[config.mk]
export PLATFORM = sky130hd
export DESIGN_NAME = mips_run_ctrl_flat
export DESIGN_NICKNAME = d
export VERILOG_FILES = /design/src/rtl/mips_run_ctrl_if.sv /design/src/rtl/mips_run_ctrl.sv /design/src/flat_wrapper.sv
export SDC_FILE = /design/constraint.sdc
export NUM_CORES = 1
export LEC_CHECK = 0
export BUFFER_PORTS_ARGS = -buffer_cell sky130_fd_sc_hd__buf_4
export CAP_MARGIN = 10
export CORE_MARGIN = 2
export CORE_UTILIZATION = 35
export CTS_CLUSTER_DIAMETER = 120
export DETAILED_ROUTE_END_ITERATION = 12
export HOLD_SLACK_MARGIN = 0.12
export PLACE_DENSITY_LB_ADDON = 0.2
export SYNTH_ARGS = -nofsm -noshare
export SYNTH_HDL_FRONTEND = slang
export SYNTH_SLANG_ARGS = --single-unit
[constraint.sdc]
create_clock -name clk -period 2.22 [get_ports clk]
set_input_delay 0.444 -clock clk [delete_from_list [all_inputs] [get_ports clk]]
set_output_delay 0.444 -clock clk [all_outputs]
set_load 0.02 [all_outputs]
[src/rtl/mips_run_ctrl_if.sv]
// Control bus between the debug front-end and the run/halt sequencer.
// master: request side (toggle/step requests, breakpoint setup, core PC).
// slave : sequencer side (core enable, state, breakpoint flag, retired count).
interface mips_run_ctrl_if #(
   parameter int unsigned PC_W   = 8,
   parameter int unsigned CNT_W  = 16,
   parameter int unsigned STEP_W = 8
) ();
   logic              change;
   logic              step;
   logic [STEP_W-1:0] step_cnt;
   logic              bp_en;
   logic [PC_W-1:0]   bp_addr;
   logic [PC_W-1:0]   pc;
   logic              cpu_en;
   logic [1:0]        state;
   logic              bp_hit;
   logic [CNT_W-1:0]  retired;

   modport master (
      output change, step, step_cnt, bp_en, bp_addr, pc,
      input  cpu_en, state, bp_hit, retired
   );

   modport slave (
      input  change, step, step_cnt, bp_en, bp_addr, pc,
      output cpu_en, state, bp_hit, retired
   );
endinterface

[src/rtl/mips_run_ctrl.sv]
// Run/halt/single-step sequencer for the single-cycle mips core.
// Ports:
//   clk  - system clock, all state updates on posedge
//   rst  - asynchronous active-high reset
//   bus  - slave side of mips_run_ctrl_if:
//          in : change, step (rising edge acts), step_cnt (0 means 1),
//               bp_en, bp_addr, pc (instruction about to execute)
//          out: cpu_en (combinational), state (00 HALT/01 RUN/10 STEP/11 BRK),
//               bp_hit (1 while BRK), retired (instructions executed)
module mips_run_ctrl #(
   parameter int unsigned PC_W   = 8,
   parameter int unsigned CNT_W  = 16,
   parameter int unsigned STEP_W = 8
) (
   input logic              clk,
   input logic              rst,
   mips_run_ctrl_if.slave   bus
);

   typedef enum logic [1:0] {
      ST_HALT = 2'b00,
      ST_RUN  = 2'b01,
      ST_STEP = 2'b10,
      ST_BRK  = 2'b11
   } state_e;

   state_e            state_q, state_d;
   logic [STEP_W-1:0] remain_q, remain_d;
   logic              skip_q, skip_d;
   logic              bp_hit_q, bp_hit_d;
   logic              chg_q, stp_q;
   logic [CNT_W-1:0]  retired_q;

   logic              chg_rise, stp_rise, bpm, cpu_en_c;
   logic [STEP_W-1:0] load_cnt;

   // Request edge detect; rises are single-cycle and never queued.
   assign chg_rise = bus.change & ~chg_q;
   assign stp_rise = bus.step & ~stp_q;

   // skip masks the breakpoint for the first instruction after a resume from BRK.
   assign bpm      = bus.bp_en & (bus.pc == bus.bp_addr) & ~skip_q;
   assign cpu_en_c = ((state_q == ST_RUN) | (state_q == ST_STEP)) & ~bpm;
   assign load_cnt = (bus.step_cnt == '0) ? STEP_W'(1) : bus.step_cnt;

   // State and bookkeeping registers. Edge-detect flops reset high so a
   // request held through reset does not fire on release.
   always_ff @(posedge clk or posedge rst) begin
      if (rst) begin
         state_q   <= ST_HALT;
         remain_q  <= '0;
         skip_q    <= 1'b0;
         bp_hit_q  <= 1'b0;
         chg_q     <= 1'b1;
         stp_q     <= 1'b1;
         retired_q <= '0;
      end else begin
         state_q   <= state_d;
         remain_q  <= remain_d;
         skip_q    <= skip_d;
         bp_hit_q  <= bp_hit_d;
         chg_q     <= bus.change;
         stp_q     <= bus.step;
         if (cpu_en_c) retired_q <= retired_q + CNT_W'(1);
      end
   end

   // Next-state logic; change has priority over step.
   always_comb begin
      state_d  = state_q;
      remain_d = remain_q;
      skip_d   = cpu_en_c ? 1'b0 : skip_q;
      case (state_q)
         ST_HALT: begin
            if (chg_rise) begin
               state_d = ST_RUN;
               skip_d  = 1'b0;
            end else if (stp_rise) begin
               state_d  = ST_STEP;
               remain_d = load_cnt;
               skip_d   = 1'b0;
            end
         end
         ST_RUN: begin
            if (chg_rise)  state_d = ST_HALT;
            else if (bpm)  state_d = ST_BRK;
         end
         ST_STEP: begin
            if (chg_rise) begin
               state_d  = ST_HALT;
               remain_d = '0;
            end else if (bpm) begin
               state_d  = ST_BRK;
               remain_d = '0;
            end else begin
               remain_d = remain_q - STEP_W'(1);
               if (remain_q == STEP_W'(1)) state_d = ST_HALT;
            end
         end
         ST_BRK: begin
            if (chg_rise) begin
               state_d = ST_RUN;
               skip_d  = 1'b1;
            end else if (stp_rise) begin
               state_d  = ST_STEP;
               remain_d = load_cnt;
               skip_d   = 1'b1;
            end
         end
         default: state_d = ST_HALT;
      endcase
      bp_hit_d = (state_d == ST_BRK);
   end

   assign bus.cpu_en  = cpu_en_c;
   assign bus.state   = state_q;
   assign bus.bp_hit  = bp_hit_q;
   assign bus.retired = retired_q;

endmodule
[src/flat_wrapper.sv]
// flat-port wrapper written by rule: the top's interface ports become plain ports
module mips_run_ctrl_flat 
#(
   parameter int unsigned PC_W   = 8,
   parameter int unsigned CNT_W  = 16,
   parameter int unsigned STEP_W = 8
)
  (clk, rst, bus_change, bus_step, bus_step_cnt, bus_bp_en, bus_bp_addr, bus_pc, bus_cpu_en, bus_state, bus_bp_hit, bus_retired);
  mips_run_ctrl_if #(.PC_W(PC_W), .CNT_W(CNT_W), .STEP_W(STEP_W)) bus_i ();
  input logic clk;
  input logic rst;
  input wire logic [$bits(bus_i.change)-1:0] bus_change;
  input wire logic [$bits(bus_i.step)-1:0] bus_step;
  input wire logic [$bits(bus_i.step_cnt)-1:0] bus_step_cnt;
  input wire logic [$bits(bus_i.bp_en)-1:0] bus_bp_en;
  input wire logic [$bits(bus_i.bp_addr)-1:0] bus_bp_addr;
  input wire logic [$bits(bus_i.pc)-1:0] bus_pc;
  output wire logic [$bits(bus_i.cpu_en)-1:0] bus_cpu_en;
  output wire logic [$bits(bus_i.state)-1:0] bus_state;
  output wire logic [$bits(bus_i.bp_hit)-1:0] bus_bp_hit;
  output wire logic [$bits(bus_i.retired)-1:0] bus_retired;
  assign bus_i.change = bus_change;
  assign bus_i.step = bus_step;
  assign bus_i.step_cnt = bus_step_cnt;
  assign bus_i.bp_en = bus_bp_en;
  assign bus_i.bp_addr = bus_bp_addr;
  assign bus_i.pc = bus_pc;
  assign bus_cpu_en = bus_i.cpu_en;
  assign bus_state = bus_i.state;
  assign bus_bp_hit = bus_i.bp_hit;
  assign bus_retired = bus_i.retired;
  mips_run_ctrl #(.PC_W(PC_W), .CNT_W(CNT_W), .STEP_W(STEP_W)) u_core (.clk(clk), .rst(rst), .bus(bus_i));
endmodule
After elaboration in Yosys (flattened, before gate mapping)
Index checks and enable logic that the tools add are counted.
{"block": "totals", "out_inout_bits": 20, "elab_cells": 52, "inputBits": 29, "ff_bits": 30}
{"block": "op_classes", "eq_ne": 8, "n_addsub": 2, "n_mux": 20, "reduce_logical": 5, "bitwise_logic": 10}
{"operator": "$mux 8", "count": 5}
{"operator": "$add 16x1->16 const B", "count": 1}
{"operator": "$pmux 8 s2", "count": 1}
{"operator": "$mux 2", "count": 7}
{"operator": "$eq 8x1->1 const B", "count": 1}
{"operator": "$eq 8x8->1", "count": 1}
{"operator": "$logic_not 8->1", "count": 1}
{"operator": "$sub 8x1->8 const B", "count": 1}
{"operator": "$eq 2x2->1 const B", "count": 3}
{"operator": "$pmux 2 s3", "count": 1}
{"operator": "$and 1x1->1", "count": 5}
{"operator": "$mux 1", "count": 5}
{"operator": "$not 1->1", "count": 4}
{"operator": "$reduce_and 3->1", "count": 1}
{"operator": "$eq 2x1->1 const B", "count": 1}
{"operator": "$logic_not 2->1", "count": 1}
{"operator": "$ne 2x1->1 const B", "count": 1}
{"operator": "$ne 2x2->1 const B", "count": 1}
{"operator": "$pmux 1 s2", "count": 1}
{"operator": "$reduce_bool 2->1", "count": 1}
{"operator": "$reduce_or 2->1", "count": 1}
{"operator": "$or 1x1->1", "count": 1}

Logic depth before layout (Yosys ltp)
Gate-level depths: netlist of the first run.
{"block": "logic_depth", "ltp_word": 9, "mapped_depth": 8, "ltp_nobuf": 7}

Least setup slack after synthesis of the first run
OpenSTA, ideal clock, no wires.
{"block": "synth_timing", "path_kind": "flip-flop to flip-flop", "start": "reg u_core.state_q[0] (netlist: u_core.bus.state[0])", "end": "reg u_core.retired_q[1] (netlist: u_core.bus.retired[1])", "t_arrival_ps": 2001, "t_required_ps": 2095, "setup_time_ps": 125, "path_stages_with_launch": 7, "n_path_buf": 1, "slack_ps": 94, "synth_period_minus_slack_ps": 2126, "path_cell_list": "dfrtp_1 -> inv_1 -> ha_1 -> clkbuf_1 -> inv_1 -> nor2_1 -> mux2_2"}
{"block": "synth_via", "elab_chain_cells": 3, "elab_cells_between_ends": 4, "classes_between": "eq/ne: 2; bitwise: 2"}
{"item": "start, declared", "line": "mips_run_ctrl.sv:27", "text": "state_e state_q, state_d;"}
{"item": "start signal, assigned", "line": "mips_run_ctrl.sv:58", "text": "state_q <= state_d;"}
{"item": "$eq 2x1->1 or $eq 2x2->1 (tied branches)", "line": "mips_run_ctrl.sv:43", "text": "assign cpu_en_c = ((state_q == ST_RUN) | (state_q == ST_STEP)) & ~bpm;"}
{"item": "$or 1x1->1 (*)", "line": "mips_run_ctrl.sv:43"}
{"item": "$and 1x1->1 (*)", "line": "mips_run_ctrl.sv:43"}
{"item": "net bus_cpu_en", "line": "flat_wrapper.sv:18", "text": "output wire logic [$bits(bus_i.cpu_en)-1:0] bus_cpu_en;"}
{"item": "end signal, assigned", "line": "mips_run_ctrl.sv:64", "text": "if (cpu_en_c) retired_q <= retired_q + CNT_W'(1);"}
{"item": "end, declared", "line": "mips_run_ctrl.sv:32", "text": "logic [CNT_W-1:0] retired_q;"}
Mark *: on every way through the listed nets, which the timed path passes. The rest lies on a longest branch.
A chain may end at the register's enable or synchronous reset.

Final worst setup path of the first run
{"block": "layout_timing", "start": "reg u_core.state_q[1] (netlist: u_core.bus.state[1])", "end": "out bus_cpu_en"}
{"block": "layout_via", "elab_chain_cells": 3, "elab_cells_between_ends": 4, "classes_between": "eq/ne: 2; bitwise: 2"}
{"item": "$eq 2x1->1 or $eq 2x2->1 (tied branches)", "line": "mips_run_ctrl.sv:43"}
{"item": "$or 1x1->1 (*)", "line": "mips_run_ctrl.sv:43"}
{"item": "$and 1x1->1 (*)", "line": "mips_run_ctrl.sv:43"}
{"item": "end, declared", "line": "flat_wrapper.sv:18"}
Every way passes the cells marked *; elsewhere a longest branch is shown, timed or not.

==> results of run 1 <==
cell families after synthesis:
family / count (synthesis) / share of synthesized area [%]
mux: 1 / 0.625
xor+xnor: 24 / 11.7
buf+inv: 19 / 4.03
simple gates: 73 / 23.1
fa+ha+maj: 7 / 4.86
compound gates: 35 / 13.8
flops: 30 / 41.8
cell usage after synthesis, types with 2 or more instances:
library cell	instances	area share [%]
nand3_1	6	1.7
clkbuf_1	6	1.3
nor2_1	8	1.7
inv_1	12	2.5
a21oi_1	9	2.5
nor2b_1	2	0.69
nor3b_1	3	1.3
dfstp_2	2	2.9
dfrtp_1	28	39
nor3_1	13	3.6
o21ai_0	6	1.7
o32ai_1	3	1.5
a211oi_1	2	0.83
nor4_1	6	2.1
xor2_1	15	7.3
nand2_1	10	2.1
xnor2_1	9	4.4
nand2b_1	4	1.4
nand4_1	6	2.1
ha_1	7	4.9
nor4b_1	2	0.97
and3_1	3	1.0
or2_2	4	1.4
a22o_1	3	1.5
critical path: cells and delay by family (launching register included):
kind / cells / cell delay, ns
adder cells (fa/ha/maj): 1 / 0.43
buffers and inverters: 3 / 0.42
flip-flops: 1 / 0.35
AND/OR/NAND/NOR: 1 / 0.18
registers in the layout, summed over array words and instances (netlist names):
register / count
u_core.bus.retired: 16
u_core.bus.state: 2
u_core.bus.bp_hit: 1
u_core.remain_q: 8
u_core.chg_q: 1
u_core.skip_q: 1
u_core.stp_q: 1
per-layer routing:
layer  GRT usage (%)  vias to the layer above  share of wire (%)
met3            3.57                        9                5.3
li1                -                      808                  -
met2            23.8                       43                 46
met1            20.5                      777                 47
met5               0                        -                  0
met4            6.24                        0                2.1
power groups by stage:
stage | clock, mW | sequential [mW] | combinational, mW
2_1_floorplan | 0 | 1.04 | 0.799
3_3_place_gp | 0 | 0.961 | 1.48
3_5_place_dp | 0 | 0.961 | 1.49
4_1_cts | 0.474 | 0.958 | 1.49
5_1_grt | 0.494 | 0.992 | 1.62
6_report | 0.460 | 0.962 | 1.47
layout make-up:
type / instances / area (sq um) / share of cell area (%)
Multi-Input combinational cell: 140 / 975 / 40.1
Sequential cell: 30 / 753 / 31.0
Timing Repair Buffer: 62 / 478 / 19.7
Tap cell: 70 / 87.6 / 3.60
Clock buffer: 7 / 86.3 / 3.55
Inverter: 12 / 45.0 / 1.85
Clock inverter: 1 / 5.00 / 0.206
final timing paths:
path / endpoint / startpoint / slack, ns
setup / recovery: bus_cpu_en / u_core.bus.state[1] / 0.12
hold / removal: u_core.bus.retired[15] / rst / 0.24
setup reg to reg: u_core.remain_q[7] / u_core.remain_q[2] / 0.13
hold reg to reg: u_core.bus.retired[15] / u_core.bus.retired[15] / 0.48
max in group asynchronous: u_core.chg_q / rst / 1.65
min in group clk: u_core.chg_q / bus_change / 0.28
==> metrics.yaml, run 1 <==
fillerInstances: 502
dieWidth_microns: 75.7
cts_tree: "done"
gp_routability_congestion: 0.784
finalClockSkew_ns: 0.00347
layout_commonest_cell: "buf_4"
maximum_number_of_pins_on_one_net_before_global_route_repair: 31
setup_viol: 0
fin_total_pwr_mw: 2.89
hold_path_class: "input pin to asynchronous set/reset pin"
timing_worst_setup_path_type: "register to output pin"
post_route_fraction_of_the_period_consumed_by_the_critical_path_pct: 94.6
post_dp_cell_area_sq_mm: 0.00234
num_io_pins: 49
reg2regPathDepth: 5
drtPass1Iterations: 4
ys_dominant_reg_cell: "dfrtp_1"
cp_common_cell: "inv_1"
critPathMaxStageDelay_ns: 0.43
maximum_clock_path_buffer_count: 2
grt_pass1_vias: 1490
coreArea_sq_mm: 0.00504
holdWs_ns: 0.241
swShare_pct: 41.2
drt_iter0_markers: 68
layout_setup_ws_ns: 0.120
synth-seq-cells: 30
clock_sink_count: 30
static-leakage-power_nw: 1.06
yosysWarnings: 0
cts_made_buffers: 5
setup_tns_ns: 0
worstSetupEndpointType: "output pin"
global_route.overflow_total: 0
grt_antenna_before_repair: 0
hold_buf_cts: 0
floorplan.initialDensity_pct: 35.7
wl_per_cell_microns: 12.8
detail_route.vias_per_cell: 5.08
yosys.cell_types.count: 44
port_buffers: 48
p_int_mw: 1.70
mappedNetlistArea_sq_mm: 0.00180
final.min_clock_period_ns: 2.10
final_number_of_max_transition_violations: 0
insertion_delay_ns: 0.28
asyncSetResetFlopFracSynth_pct: 100
post-place-cells: 314
worst_path_slowest_cell: "ha_1"
cts_post_setup_buffers_inserted: 0
antenna_violating_nets_post_route: 0
grt_usage_pct: 15.3
worstSetupStartpointType: "register"
yosysSeqAreaShare_pct: 41.8
vias: 1637
layout.core_utilization_pct: 48.2
clock_pin_slew_of_the_registers_on_the_worst_case_setup_and_hold_paths_ns: 0.06
cts-root-buf: "clkbuf_8"
combPwrFrac_pct: 50.9
cells_after_synth: 189
count_of_instances_resized_after_the_clock_tree_is_built: 0
fp.dieArea_sq_mm: 0.00573
power_frac_clock_pct: 15.9
finalHoldViolations: 0
power_density_mw_per_mm2: 1190
place_hpwl_microns: 3140
rows: 26
htreeDepth: 2
fin_nets: 287
synthesis.area_per_instance_sq_um: 9.53
fmax_mhz: 476
pre_cts_ws_ns: 0.126
stdcell_count: 322
worst_pin_slew_ns: 0.451
routed_wire_length_microns: 4140
floorplan.die.height_microns: 75.7
timing.critical_path.arrival_ns: 1.66
net-switching-power_mw: 1.19
critPathRequiredTime_ns: 1.78
power.sequential.fraction_pct: 33.3
final_cell_mix: "buf_4, dfrtp_1, xor2_1"
synth_edf_count: 0
run_status: "finished, final reports clean"
slew-limit-headroom_pct: 69.7
postSynthNetCount: 225
timing.critical_path.cells: "inv_1, ha_1, inv_1, nor2_1, buf_4"
grt_setup_unrepaired: "false"
layout.cell_area.non_filler_sq_mm: 0.00243
crit_fanout: 8
grt_pass1_wl_microns: 6640
vdd_drop_max_mv: 0.423
cap_violations: 0
drcViolationCount: 0
diodes: 0
syn2layout_area_growth_pct: 35.0
layout-drive-gt1-share_pct: 32.5
No activity file was read; power rests on OpenSTA's default activity.
==> run 2, diff against run 1 <==
- ABC_AREA: unset -> 1
==> metrics.yaml, run 2 <==
timing.critical_path.arrival_ns: 1.58  # was 1.66 ns
worstSetupStartpointType: "register"  # unchanged
synth_top_cell_by_area: "dfrtp_1"  # unchanged
cts_tree: "done"  # unchanged
synth-seq-cells: 30  # unchanged
synth_simple_gate_area_share_pct: 26.5  # was 23.1%
run_status: "finished, final reports clean"  # unchanged
r2r_slack_ns: 0.37  # was 0.13 ns
timing_worst_setup_path_type: "register to output pin"  # unchanged
coreArea_sq_mm: 0.00520  # was 0.00504 sq mm
synthesis.area_per_instance_sq_um: 7.81  # was 9.53 sq um
post_synth_mux_area_share_pct: 0  # was 0.625%
drtPass1Iterations: 4  # unchanged
post_dp_cell_area_sq_mm: 0.00236  # was 0.00234 sq mm
maximum_number_of_pins_on_one_net_before_global_route_repair: 31  # unchanged
drcViolationCount: 0  # unchanged
num_io_pins: 49  # unchanged
grt_pass1_vias: 1672  # was 1490
maximum_clock_path_buffer_count: 2  # unchanged
hold_buf_cts: 0  # unchanged
dieWidth_microns: 77.9  # was 75.7 microns
fin_nets: 336  # was 287
final.min_clock_period_ns: 2.02  # was 2.10 ns
wl_per_cell_microns: 11.3  # was 12.8 microns
port_buffers: 48  # unchanged
postSynthNetCount: 281  # was 225
grt_setup_unrepaired: "false"  # unchanged
drt_iter0_markers: 82  # was 68
global_route.overflow_total: 0  # unchanged
count_of_instances_resized_after_the_clock_tree_is_built: 0  # unchanged
cts-root-buf: "clkbuf_8"  # unchanged
complex_gate_fraction_of_the_synthesized_area_pct: 9.42  # was 13.8%
power_frac_clock_pct: 16.0  # was 15.9%
regToRegEndpoint: "u_core.remain_q[0]"  # was u_core.remain_q[7]
p_int_mw: 1.60  # was 1.70 mW
htreeDepth: 2  # unchanged
layout_commonest_cell: "nand2_1"  # was buf_4
antenna_violating_nets_post_route: 0  # unchanged
layout-drive-gt1-share_pct: 25.6  # was 32.5%
static-leakage-power_nw: 1.30  # was 1.06 nW
slew-limit-headroom_pct: 72.3  # was 69.7%
synth_edf_count: 0  # unchanged
clock_sink_count: 30  # unchanged
net-switching-power_mw: 1.30  # was 1.19 mW
swShare_pct: 44.9  # was 41.2%
floorplan.initialDensity_pct: 36.8  # was 35.7%
diodes: 0  # unchanged
synth.cells.most_frequent: "nand2_1, inv_1, dfrtp_1"  # was dfrtp_1, xor2_1, nor3_1
power.sequential.fraction_pct: 30.4  # was 33.3%
grt_antenna_before_repair: 0  # unchanged
power_density_mw_per_mm2: 1190  # about the same
fin_total_pwr_mw: 2.91  # was 2.89 mW
final_number_of_max_transition_violations: 0  # unchanged
worstSetupEndpointType: "output pin"  # unchanged
floorplan.die.height_microns: 77.9  # was 75.7 microns
post_route_fraction_of_the_period_consumed_by_the_critical_path_pct: 91.1  # was 94.6%
fmax_mhz: 494  # was 476 MHz
cts_made_buffers: 5  # unchanged
setup_viol: 0  # unchanged
combinational_family_with_the_most_area_after_synthesis: "simple AND/OR/NAND/NOR gates"  # unchanged
fp.dieArea_sq_mm: 0.00607  # was 0.00573 sq mm
setup_tns_ns: 0  # unchanged
routed_wire_length_microns: 4180  # was 4140 microns
finalClockSkew_ns: 0.00517  # was 0.00347 ns
grt_pass1_wl_microns: 7640  # was 6640 microns
vias: 1678  # was 1637
holdWs_ns: 0.226  # was 0.241 ns
combPwrFrac_pct: 53.6  # was 50.9%
clock_pin_slew_of_the_registers_on_the_worst_case_setup_and_hold_paths_ns: 0.06  # about the same
final_cell_mix: "nand2_1, buf_4, inv_1"  # was buf_4, dfrtp_1, xor2_1
reg2regPathDepth: 8  # was 5
synth_adder_area_share_pct: 4.58  # was 4.86%
cts_post_setup_buffers_inserted: 0  # unchanged
gp_routability_congestion: 0.807  # was 0.784
synth.top_cells.by_area: "dfrtp_1, nand2_1, xor2_1, inv_1, nor2_1"  # was dfrtp_1, xor2_1, ha_1, xnor2_1, nor3_1
fillerInstances: 529  # was 502
yosysSeqAreaShare_pct: 39.4  # was 41.8%
critPathRequiredTime_ns: 1.78  # about the same
yosysWarnings: 0  # unchanged
insertion_delay_ns: 0.29  # was 0.28 ns
reg2reg_from: "u_core.bus.state[1]"  # was u_core.remain_q[2]
worst_pin_slew_ns: 0.414  # was 0.451 ns
layout.cell_area.non_filler_sq_mm: 0.00245  # was 0.00243 sq mm
crit_fanout: 17  # was 8
asyncSetResetFlopFracSynth_pct: 100  # unchanged
mappedNetlistArea_sq_mm: 0.00191  # was 0.00180 sq mm
detail_route.vias_per_cell: 4.52  # was 5.08
cap_violations: 0  # unchanged
yosys.cell_types.count: 28  # was 44
rows: 26  # unchanged
finalHoldViolations: 0  # unchanged
vdd_drop_max_mv: 0.872  # was 0.423 mV
number_of_flip_flops_in_the_largest_register: 16  # unchanged
grt_usage_pct: 15.8  # was 15.3%
hold_path_class: "input pin to asynchronous set/reset pin"  # unchanged
cells_after_synth: 245  # was 189
yosysTopAreaCellShare_pct: 36.6  # was 38.9%
synth-xor-area-share_pct: 10.1  # was 11.7%
ys_dominant_reg_cell: "dfrtp_1"  # unchanged
place_hpwl_microns: 3160  # was 3140 microns
syn2layout_area_growth_pct: 28.1  # was 35.0%
yosysMostFrequentCell: "nand2_1"  # was dfrtp_1
==> run 2: changes by cell type in the layout (fill, tap and decap cells not counted), moves of 4 or more <==
cell,previous run,this run
a22oi_2,0,5
nor4_1,6,2
buf_4,61,53
inv_1,12,38
nand4_1,6,1
or2_2,4,0
nand3_2,0,5
nor3_1,13,5
nor2_1,8,25
nand3_1,6,12
xnor2_1,9,5
nand2b_1,4,0
nand2_1,10,61
==> run 2: layout make-up <==
type / instances / area (sq um) / area share [%]
multi-input combinational: 170 / 967 / 39.5
clock inverter: 1 / 5.00 / 0.204
timing repair buffer: 53 / 398 / 16.2
clock buffer: 7 / 86.3 / 3.52
inverter: 40 / 153 / 6.23
sequential: 30 / 753 / 30.7
tap: 70 / 87.6 / 3.58
==> run 2: per-layer routing <==
layer | GRT usage [%] | routed length [microns] | vias to the layer above
li1 | - | - | 876
met1 | 21.3 | 2040 | 768
met2 | 24.1 | 1910 | 26
met3 | 3.26 | 134 | 8
met4 | 7.72 | 87 | 0
met5 | 0 | 0 | -
==> run 2: kinds of logic after synthesis <==
logic type / after synthesis
flops: 30
fa+ha+maj: 7
xor+xnor: 22
simple gates: 115
compound gates: 26
buf+inv: 45
==> run 2: worst max path at each step <==
stage | start | end | slack (ns) | cells after the start
finish | u_core.bus.state[1] | bus_cpu_en | 0.20 | 5
global route | u_core.bus.state[1] | bus_cpu_en | 0.09 | 5
CTS | u_core.bus.state[1] | bus_cpu_en | 0.17 | 5
detailed placement | bus_pc[3] | bus_cpu_en | 0.34 | 10
global placement | bus_pc[2] | bus_cpu_en | 0.36 | 10
floorplan | u_core.bus.state[1] | u_core.remain_q[2] | 0.51 | 8
==> run 2: per-stage QoR <==
step	setup WS, ns	std cells	util (%)
after floorplan	0.514	245	-
after global placement	0.362	363	45.3
after detailed placement	0.341	363	45.3
after CTS	0.168	371	47.1
after global routing	0.0893	371	47.1
final	0.197	371	47.1
==> run 2: worst max-delay path, cell delays in order (launching register included) <==
cell and delay, ns:
dfrtp_1 0.41, inv_1 0.11, ha_1 0.35, nand2_4 0.07
inv_4 0.17, buf_4 0.18
==> run 2: power by group through the flow <==
stage | registers, mW | clock network (mW) | logic, mW
2_1_floorplan | 0.973 | 0 | 1.07
3_3_place_gp | 0.896 | 0 | 1.55
3_5_place_dp | 0.894 | 0 | 1.57
4_1_cts | 0.886 | 0.481 | 1.58
5_1_grt | 0.912 | 0.505 | 1.76
6_report | 0.884 | 0.464 | 1.56
==> run 3, diff against run 2 <==
- PLACE_DENSITY: unset -> 0.62
- PLACE_DENSITY_LB_ADDON: 0.2 -> unset
==> metrics.yaml, run 3 (same netlist as run 2, synthesis figures left out) <==
finalClockSkew_ns: 0.00828  # was 0.00517 ns
cts_tree: "done"  # unchanged
final_number_of_max_transition_violations: 0  # unchanged
fillerInstances: 543  # was 529
cap_violations: 0  # unchanged
syn2layout_area_growth_pct: 29.0  # was 28.1%
coreArea_sq_mm: 0.00520  # unchanged
hold_path_class: "input pin to asynchronous set/reset pin"  # unchanged
insertion_delay_ns: 0.28  # was 0.29 ns
grt_pass1_vias: 1635  # was 1672
slew-limit-headroom_pct: 73.6  # was 72.3%
fmax_mhz: 493  # was 494 MHz
grt_pass1_wl_microns: 7270  # was 7640 microns
drcViolationCount: 0  # unchanged
vdd_drop_max_mv: 0.706  # was 0.872 mV
rows: 26  # unchanged
post-place-cells: 363  # unchanged
worst_pin_slew_ns: 0.395  # was 0.414 ns
htreeDepth: 2  # unchanged
diodes: 0  # unchanged
fin_nets: 336  # unchanged
wl_per_cell_microns: 11.0  # was 11.3 microns
clock_sink_count: 30  # unchanged
hold_buf_cts: 0  # unchanged
port_buffers: 48  # unchanged
fp.dieArea_sq_mm: 0.00607  # unchanged
timing.critical_path.arrival_ns: 1.59  # was 1.58 ns
final.min_clock_period_ns: 2.03  # was 2.02 ns
post_route_fraction_of_the_period_consumed_by_the_critical_path_pct: 91.5  # was 91.1%
static-leakage-power_nw: 1.31  # was 1.30 nW
drtPass1Iterations: 4  # unchanged
setup_viol: 0  # unchanged
worstSetupStartpointType: "register"  # unchanged
grt_antenna_before_repair: 0  # unchanged
layout.core_utilization_pct: 47.4  # was 47.1%
timing_worst_setup_path_type: "register to output pin"  # unchanged
holdWs_ns: 0.232  # was 0.226 ns
setup_tns_ns: 0  # unchanged
floorplan.die.height_microns: 77.9  # unchanged
dieWidth_microns: 77.9  # unchanged
routed_wire_length_microns: 4060  # was 4180 microns
antenna_violating_nets_post_route: 0  # unchanged
run_status: "finished, final reports clean"  # unchanged
drt_iter0_markers: 70  # was 82
global_route.overflow_total: 0  # unchanged
detail_route.vias_per_cell: 4.55  # was 4.52
floorplan.initialDensity_pct: 36.8  # unchanged
cts-root-buf: "clkbuf_8"  # unchanged
number_of_flip_flops_in_the_largest_register: 16  # unchanged
fin_total_pwr_mw: 2.95  # was 2.91 mW
grt_usage_pct: 14.8  # was 15.8%
clock_pin_slew_of_the_registers_on_the_worst_case_setup_and_hold_paths_ns: 0.07  # was 0.06 ns
stdcell_count: 371  # unchanged
layout-drive-gt1-share_pct: 25.9  # was 25.6%
vias: 1688  # was 1678
maximum_number_of_pins_on_one_net_before_global_route_repair: 31  # unchanged
power_density_mw_per_mm2: 1200  # was 1190 mW/mm^2
count_of_instances_resized_after_the_clock_tree_is_built: 0  # unchanged
place_hpwl_microns: 3050  # was 3160 microns
crit_fanout: 17  # unchanged
num_io_pins: 49  # unchanged
critPathRequiredTime_ns: 1.78  # about the same
maximum_clock_path_buffer_count: 2  # unchanged
cts_made_buffers: 5  # unchanged
worstSetupEndpointType: "output pin"  # unchanged
final_cell_mix: "nand2_1, buf_4, inv_1"  # unchanged
cts_post_setup_buffers_inserted: 0  # unchanged
layout_commonest_cell: "nand2_1"  # unchanged
finalHoldViolations: 0  # unchanged
grt_setup_unrepaired: "false"  # unchanged
gp_routability_congestion: 0.828  # was 0.807
==> run 3: report_power, final <==
part,leakage [nW],switching (mW),internal [mW]
clock network,0.0575,0.207,0.313
logic,0.896,0.922,0.623
registers,0.358,0.155,0.732
==> run 3: critical path: stages (launching register included) <==
cell	delay, ns
dfrtp_1	0.41
inv_1	0.12
ha_1	0.35
nand2_4	0.07
inv_4	0.18
buf_4	0.18
==> run 3: path summary, 6_finish.rpt <==
path | startpoint | end | cells after the start | slack, ns
worst min-delay path | rst | u_core.bus.retired[4] | 3 | 0.23
worst max register to register | u_core.bus.state[1] | u_core.remain_q[1] | 8 | 0.56
max in group asynchronous | rst | u_core.chg_q | 3 | 1.65
worst max-delay path | u_core.bus.state[1] | bus_cpu_en | 5 | 0.19
min in group clk | bus_change | u_core.chg_q | 1 | 0.28
worst min register to register | u_core.bus.retired[15] | u_core.bus.retired[15] | 1 | 0.48
==> run 3: per-layer routing <==
metal  share of wire (%)  global-route usage [%]
met5                   0                       0
met4                 1.6                    5.79
met3                 3.8                    3.14
met2                  47                    23.2
met1                  48                    20.0
==> run 3: layout make-up <==
| cell class | instances | area (sq um) | share of cell area, % |
|---|---|---|---|
| Inverter | 40 | 153 | 6.18 |
| Tap cell | 70 | 87.6 | 3.55 |
| Multi-Input combinational cell | 170 | 967 | 39.2 |
| Timing Repair Buffer | 53 | 398 | 16.1 |
| Clock buffer | 8 | 110 | 4.46 |
| Sequential cell | 30 | 753 | 30.5 |
==> run 3: through the flow <==
stage / cell area (sq um) / worst slack [ns]
floorplan: 1910 / 0.514
global placement: 2360 / 0.378
detailed placement: 2360 / 0.360
CTS: 2470 / 0.179
global route: 2470 / 0.0952
finish: 2470 / 0.190
